==> src/rtl/legv8_multicycle_ctrl.sv <==
// Main control FSM for the multicycle LEGv8 datapath: sequences fetch/decode/
// execute/memory/writeback, drives mux selects and strobes, counts retirements.
module legv8_multicycle_ctrl #(
  parameter int COUNT_W = 32
) (
  input  logic               clk,
  input  logic               reset_n,
  input  logic [10:0]        opcode,
  input  logic               zero,
  input  logic               mem_ready,
  output logic [1:0]         ALUOp,
  output logic               ALUSrcA,
  output logic [1:0]         ALUSrcB,
  output logic               Reg2Loc,
  output logic               IorD,
  output logic               MemRead,
  output logic               MemWrite,
  output logic               IRWrite,
  output logic               PCWrite,
  output logic               PCSrc,
  output logic               RegWrite,
  output logic               MemtoReg,
  output logic               FlagWrite,
  output logic               instr_done,
  output logic               illegal,
  output logic [COUNT_W-1:0] instr_count
);

  localparam logic [3:0] FETCH    = 4'd0;
  localparam logic [3:0] DECODE   = 4'd1;
  localparam logic [3:0] EXEC_R   = 4'd2;
  localparam logic [3:0] EXEC_I   = 4'd3;
  localparam logic [3:0] WB_ALU   = 4'd4;
  localparam logic [3:0] MEM_ADDR = 4'd5;
  localparam logic [3:0] MEM_RD   = 4'd6;
  localparam logic [3:0] MEM_WB   = 4'd7;
  localparam logic [3:0] MEM_WR   = 4'd8;
  localparam logic [3:0] BR_CBZ   = 4'd9;
  localparam logic [3:0] BR_B     = 4'd10;
  localparam logic [3:0] HALT     = 4'd11;

  logic [3:0] state, nxt;
  logic is_rtype, is_addi, is_ldur, is_stur, is_cbz, is_b;

  assign is_rtype = (opcode == 11'b10101011000) || (opcode == 11'b11101011000);
  assign is_addi  = (opcode[10:1] == 10'b1001000100);
  assign is_ldur  = (opcode == 11'b11111000010);
  assign is_stur  = (opcode == 11'b11111000000);
  assign is_cbz   = (opcode[10:3] == 8'b10110100);
  assign is_b     = (opcode[10:5] == 6'b000101);

  always_comb begin
    nxt        = state;
    ALUOp      = 2'b00;
    ALUSrcA    = 1'b0;
    ALUSrcB    = 2'b00;
    Reg2Loc    = 1'b0;
    IorD       = 1'b0;
    MemRead    = 1'b0;
    MemWrite   = 1'b0;
    IRWrite    = 1'b0;
    PCWrite    = 1'b0;
    PCSrc      = 1'b0;
    RegWrite   = 1'b0;
    MemtoReg   = 1'b0;
    FlagWrite  = 1'b0;
    instr_done = 1'b0;
    case (state)
      FETCH: begin
        MemRead = 1'b1;
        ALUSrcB = 2'b01;
        if (mem_ready) begin
          IRWrite = 1'b1;
          PCWrite = 1'b1;
          nxt     = DECODE;
        end
      end
      DECODE: begin
        // ALU precomputes the branch target while the register file reads
        ALUSrcB = 2'b11;
        Reg2Loc = is_stur || is_cbz;
        if (is_rtype)                nxt = EXEC_R;
        else if (is_addi)            nxt = EXEC_I;
        else if (is_ldur || is_stur) nxt = MEM_ADDR;
        else if (is_cbz)             nxt = BR_CBZ;
        else if (is_b)               nxt = BR_B;
        else                         nxt = HALT;
      end
      EXEC_R: begin
        ALUSrcA   = 1'b1;
        ALUOp     = 2'b10;
        FlagWrite = 1'b1;
        nxt       = WB_ALU;
      end
      EXEC_I: begin
        ALUSrcA = 1'b1;
        ALUSrcB = 2'b10;
        ALUOp   = 2'b10;
        nxt     = WB_ALU;
      end
      WB_ALU: begin
        RegWrite   = 1'b1;
        instr_done = 1'b1;
        nxt        = FETCH;
      end
      MEM_ADDR: begin
        ALUSrcA = 1'b1;
        ALUSrcB = 2'b10;
        Reg2Loc = is_stur;
        nxt     = is_ldur ? MEM_RD : MEM_WR;
      end
      MEM_RD: begin
        MemRead = 1'b1;
        IorD    = 1'b1;
        if (mem_ready) nxt = MEM_WB;
      end
      MEM_WB: begin
        RegWrite   = 1'b1;
        MemtoReg   = 1'b1;
        instr_done = 1'b1;
        nxt        = FETCH;
      end
      MEM_WR: begin
        MemWrite = 1'b1;
        IorD     = 1'b1;
        Reg2Loc  = 1'b1;
        if (mem_ready) begin
          instr_done = 1'b1;
          nxt        = FETCH;
        end
      end
      BR_CBZ: begin
        ALUSrcA    = 1'b1;
        ALUOp      = 2'b01;
        Reg2Loc    = 1'b1;
        PCSrc      = 1'b1;
        PCWrite    = zero;
        instr_done = 1'b1;
        nxt        = FETCH;
      end
      BR_B: begin
        PCSrc      = 1'b1;
        PCWrite    = 1'b1;
        instr_done = 1'b1;
        nxt        = FETCH;
      end
      HALT:    nxt = HALT;
      default: nxt = FETCH;
    endcase
  end

  always_ff @(posedge clk or negedge reset_n) begin
    if (!reset_n) begin
      state       <= FETCH;
      illegal     <= 1'b0;
      instr_count <= '0;
    end else begin
      state <= nxt;
      if (nxt == HALT) illegal <= 1'b1;
      if (instr_done)  instr_count <= instr_count + 1'b1;
    end
  end

endmodule

==> config.mk <==
export PLATFORM = sky130hd
export DESIGN_NAME = legv8_multicycle_ctrl
export DESIGN_NICKNAME = d
export VERILOG_FILES = /design/src/rtl/legv8_multicycle_ctrl.sv
export SDC_FILE = /design/constraint.sdc
export NUM_CORES = 1
export LEC_CHECK = 0
export ABC_CLOCK_PERIOD_IN_PS = 2900
export CORE_MARGIN = 1
export CORE_UTILIZATION = 65
export DETAILED_ROUTE_END_ITERATION = 10
export DONT_BUFFER_PORTS = 1
export PLACE_DENSITY_LB_ADDON = 0.15
export RECOVER_POWER = 100
export REMOVE_ABC_BUFFERS = 1
export SLEW_MARGIN = 10
export SYNTH_ARGS = -nofsm -noshare
export SYNTH_HDL_FRONTEND = slang
export SYNTH_SLANG_ARGS = --single-unit
==> constraint.sdc <==
create_clock -name clk -period 2.9 [get_ports clk]
set_input_delay 0.58 -clock clk [delete_from_list [all_inputs] [get_ports clk]]
set_output_delay 0.58 -clock clk [all_outputs]
set_load 0.05 [all_outputs]
# Word level (Yosys, flattened, before mapping)
# Cells that the tools add are included.
dict set report totals {
  mem_count 0
  latch_bits 0
  mem_bits_ro 0
  mem_bits_rw 0
  register_bits 37
}
dict set report op_classes {
  eq_ne 19
  bitwise 0
  n_reduce_logical 13
  muxes 25
  n_shift 0
  n_div 0
  addsub 1
  order_cmp 0
  n_mul 0
}
# cell count
set ops {}
lappend ops {{$eq 11x11->1 const B} 4}
lappend ops {{$add 32x1->32 const B} 1}
lappend ops {{$mux 4} 7}
lappend ops {{$pmux 4 s7} 1}
lappend ops {{$eq 4x4->1 const B} 5}
lappend ops {{$eq 4x3->1 const B} 4}
lappend ops {{$reduce_or 2->1} 7}
lappend ops {{$mux 1} 11}
lappend ops {{$eq 10x10->1 const B} 1}
lappend ops {{$eq 4x2->1 const B} 2}
lappend ops {{$eq 8x8->1 const B} 1}
lappend ops {{$reduce_or 4->1} 2}
lappend ops {{$eq 6x3->1 const B} 1}
lappend ops {{$pmux 1 s3} 2}
lappend ops {{$pmux 2 s3} 1}
lappend ops {{$eq 4x1->1 const B} 1}
lappend ops {{$logic_not 4->1} 1}
lappend ops {{$pmux 2 s2} 1}
lappend ops {{$logic_or 1x1->1} 3}
lappend ops {{$mux 2} 1}
lappend ops {{$pmux 1 s2} 1}

# Depth between registers and ports, before layout
dict set report depth {
  word_depth 8
  mapped_depth 7
}

# Least setup slack after synthesis
# OpenSTA, ideal clock, no wires.
dict set report synth_path {
  path_type {input -> output}
  start {in opcode[6]}
  end {out Reg2Loc}
  path_stages 5
  arrival_time_ns 2.102
  setup_slack_ns 0.218
  cell_sequence {nor2b_1 -> nand3_1 -> a2bb2oi_1 -> or3_1 -> a21oi_1}
}
dict set report synth_between {
  elab_chain_len 3
}
# item line
set synth_lines {}
lappend synth_lines {{from (decl)} 8} ;# input logic [10:0] opcode,
lappend synth_lines {{$eq 11x11->1 / $eq 8x8->1 (equally long branches)} {48, 49}}
lappend synth_lines {{$logic_or 1x1->1} 81} ;# Reg2Loc = is_stur || is_cbz;
lappend synth_lines {{$pmux 1 s3 (*)} 68} ;# case (state)
lappend synth_lines {{to (decl)} 14} ;# output logic Reg2Loc,
# Mark *: on every way between the ends. The rest lies on a longest branch, timed or not.

# Final worst setup path
dict set report layout_path {
  start {reg state[2]}
  end {reg instr_count[16]}
}
dict set report layout_between {
  elab_chain_len 3
}
# item line
set layout_lines {}
lappend layout_lines {{from (decl)} 42} ;# logic [3:0] state, nxt;
lappend layout_lines {{from (signal assigned)} 158} ;# state <= nxt;
lappend layout_lines {{$eq 4x4->1 / $eq 4x3->1 (equally long branches)} 68}
lappend layout_lines {{$reduce_or 4->1 (no line)} --}
lappend layout_lines {{$pmux 1 s2 (*)} 68}
lappend layout_lines {{to (signal assigned)} 160} ;# if (instr_done) instr_count <= instr_count + 1'b1;
lappend layout_lines {{to (decl)} 26} ;# output logic [COUNT_W-1:0] instr_count
# Marks and branches as above.
# A chain may end at the register's enable or synchronous reset.

==> load_flow_metrics.sql <==
INSERT INTO impl_metrics (metric_group, metric, value, unit) VALUES
('yosys', 'syn-mean-instance-area', '9.763', 'um2'),
('yosys', 'post_synth_inst_count', '218', ''),
('run', 'maxCapViolations', '1', ''),
('yosys', 'synth.yosys.seq_area_share', '43.50', '%'),
('die', 'start_util', '69.15', '%'),
('setup_path', 'critical_path.endpoint_type', 'flip-flop', ''),
('power', 'power.density_cell_area', '913.5', 'nW/um2'),
('timing', 'setup_viol', '0', ''),
('placed_design', 'placed_cells', '272', ''),
('grt', 'grt_overflow_total', '0', ''),
('setup_path', 'critPathRequiredTime', '3100', 'ps'),
('yosys', 'ys.flop_type', 'dfrtp_1', ''),
('clock_network', 'htreeDepth', '2', ''),
('timing', 'final_hold_viol_count', '0', ''),
('placed_design', 'place_hpwl', '3524', 'um'),
('grt', 'initial_antenna_violation_count', '0', ''),
('status', 'failed_checks', 'capacitance limit, slew limit', ''),
('route', 'drtPass1Iterations', '6', ''),
('yosys', 'synthDominantAreaCellType', 'dfrtp_1', ''),
('final_layout', 'final-instance-count-excl-fill', '280', ''),
('placed_design', 'placement.io_buffers', '0', ''),
('timing', 'clock-skew-final', '2.517', 'ps'),
('route', 'postRouteAntennaNets', '0', ''),
('setup_path', 'timing.critical_path.fanout_max', '15', ''),
('placed_design', 'dp_slack', '516.7', 'ps'),
('status', 'outcome', 'finished with violations', ''),
('clock_network', 'cts_num_sinks', '37', ''),
('final_layout', 'number_of_antenna_repair_diodes', '0', ''),
('placed_design', 'gp_congestion', '0.8469', ''),
('timing', 'grt_setup_unrepaired', 'false', ''),
('timing', 'setup_total_negative_slack', '0', 'ps'),
('power', 'vdd_drop_max', '842.5', 'uV'),
('yosys', 'synthDominantCellAreaShare', '43.50', '%'),
('route', 'drt-vias-per-instance', '6.471', ''),
('yosys', 'mappedNetlistArea', '2128', 'um2'),
('timing', 'report.final.slew_viol_count', '38', ''),
('clock_network', 'clock_latency', '330', 'ps'),
('die', 'placeableCoreArea', '3078', 'um2'),
('min_path', 'hp-start', 'opcode[1]', ''),
('yosys', 'yosys_register_bits', '37', ''),
('route', 'dr.first_iter.drc_count', '88', ''),
('route', 'via_count', '1812', ''),
('route', 'route.final.wire_length', '4894', 'um'),
('setup_path', 'crit_path_max_incr_delay', '750', 'ps'),
('clock_network', 'clockBufferDepth', '2', ''),
('setup_path', 'crit_buf_inv', '0', ''),
('die', 'die-height', '59.22', 'um'),
('setup_path', 'setup.worst_path.start', 'state[2]$_DFF_PN0_', ''),
('route', 'routedWlPerCell', '17.48', 'um'),
('yosys', 'yosysMostFrequentCell', 'dfrtp_1', ''),
('final_layout', 'fillers', '260', ''),
('grt', 'grt_max_degree', '38', ''),
('min_path', 'worstHoldPathType', 'input pin to flip-flop', ''),
('final_layout', 'layout.core_utilization', '73.29', '%'),
('yosys', 'yosys.cell_types.count', '48', ''),
('power', 'static-leakage-power', '0.9613', 'nW'),
('timing', 'finalCriticalPeriod', '2643', 'ps'),
('clock_network', 'worst_setup_hold_path_clk_slew', '100', 'ps'),
('clock_network', 'cts.hold.buffers_added', '1', ''),
('die', 'die-area', '3507', 'um2'),
('timing', 'tightestPinTransition', '1942', 'ps'),
('setup_path', 'beginning_of_the_worst_register_to_register_path', 'state[2]$_DFF_PN0_', ''),
('grt', 'global_route_wire_length_before_repair', '7859', 'um'),
('route', 'total_drc_errors_in_the_routed_layout', '0', ''),
('die', 'std_cell_rows', '20', ''),
('final_layout', 'nets', '252', ''),
('final_layout', 'area_growth', '5.996', '%'),
('setup_path', 'timing.critical_path.cells', 'nand2b_1 > o211a_2 > nor3_2 > nand4_1 > xnor2_1', ''),
('die', 'die_span_in_x', '59.22', 'um'),
('die', 'ioPinCount', '64', ''),
('clock_network', 'postCtsSetupBuffers', '0', '');
-- final cells by class --
| type | instances | area, um2 | area share (%) |
|---|---|---|---|
| clock buffer | 7 | 55.05 | 2.440 |
| inverter | 5 | 18.77 | 0.8319 |
| multi-input combinational | 165 | 1102 | 48.86 |
| sequential | 37 | 925.9 | 41.04 |
| tap | 44 | 55.05 | 2.440 |
| timing repair buffer | 22 | 98.84 | 4.382 |
-- layout by cell type (no fill, tap or decap), types with 2 or more instances in the layout --
cell type / synthesis / layout
o21ai_0: 3 / 3
clkbuf_1: 3 / 18
or3_1: 2 / 2
xnor2_1: 24 / 24
nand2b_1: 3 / 3
xor2_1: 9 / 9
buf_4: 0 / 4
clkbuf_4: 0 / 5
nor3_1: 8 / 9
nor2_1: 14 / 14
nand3_1: 17 / 17
inv_1: 5 / 5
and3_1: 12 / 12
a211oi_1: 2 / 2
a31oi_1: 2 / 2
and2b_1: 2 / 2
nand4_1: 10 / 10
nor2b_1: 3 / 3
and2_0: 0 / 2
nand3b_1: 3 / 3
a21oi_1: 6 / 6
nand2_1: 15 / 15
dfrtp_1: 37 / 37
and4_1: 3 / 3
o211ai_1: 3 / 3
-- power breakdown --
group	switching, mW	total, mW	internal, mW
sequential	0.253	0.835	0.581
combinational	0.698	0.957	0.258
clock	0.155	0.270	0.115
total	1.11	2.06	0.954
-- cells by family after synthesis --
family | count (synthesis) | synth area share [%]
AOI/OAI and AO/OA | 26 | 9.936
xor gates and xnor gates | 33 | 13.58
adders and majority gates | 1 | 0.5878
buffers and inverters | 16 | 3.821
DFF | 37 | 43.50
muxes | 1 | 0.5291
and+or+nand+nor | 104 | 28.04
-- worst reg2reg max path, delay by kind of cell (launching register included) --
| family | cells | cell delay (ps) |
|---|---|---|
| AOI/OAI and AO/OA | 1 | 350 |
| and+or+nand+nor | 3 | 1400 |
| DFF | 1 | 570 |
| xor gates and xnor gates | 1 | 200 |
-- state kept, by name, indices dropped and copies added, names as in the netlist --
name         count
instr_count     32
state            4
illegal          1
-- per-layer routing --
metal / wire length, um / part of all wire (%) / track usage, % / up-vias
met1: 1872 / 38 / 34.84 / 884
met3: 412 / 8.4 / 8.297 / 13
li1: - / - / - / 813
met2: 2543 / 52 / 51.20 / 102
met4: 65 / 1.3 / 9.524 / 0
met5: 0 / 0 / 0 / -
-- through the flow --
step                      instance area (um2)  power (mW)  hold WS [ps]
after floorplan                          2066       1.597         284.4
after global placement                   2278       1.824         285.1
after detailed placement                 2278       1.858         285.1
after CTS                                2354       2.142         71.38
after global routing                     2256       2.179         503.7
final                                    2256       2.061         490.8
-- final timing paths --
check | to | slack [ps] | cells past startpoint
worst max-delay path | instr_count[16]$_DFFE_PN0P_ | 260 | 5
worst min-delay path | state[2]$_DFF_PN0_ | 490 | 2
worst max register to register | instr_count[16]$_DFFE_PN0P_ | 260 | 5
worst min register to register | instr_count[15]$_DFFE_PN0P_ | 730 | 4
max in group asynchronous | instr_count[5]$_DFFE_PN0P_ | 1020 | 1
min in group asynchronous | instr_count[29]$_DFFE_PN0P_ | 780 | 1
No activity file was read; power rests on OpenSTA's default activity.
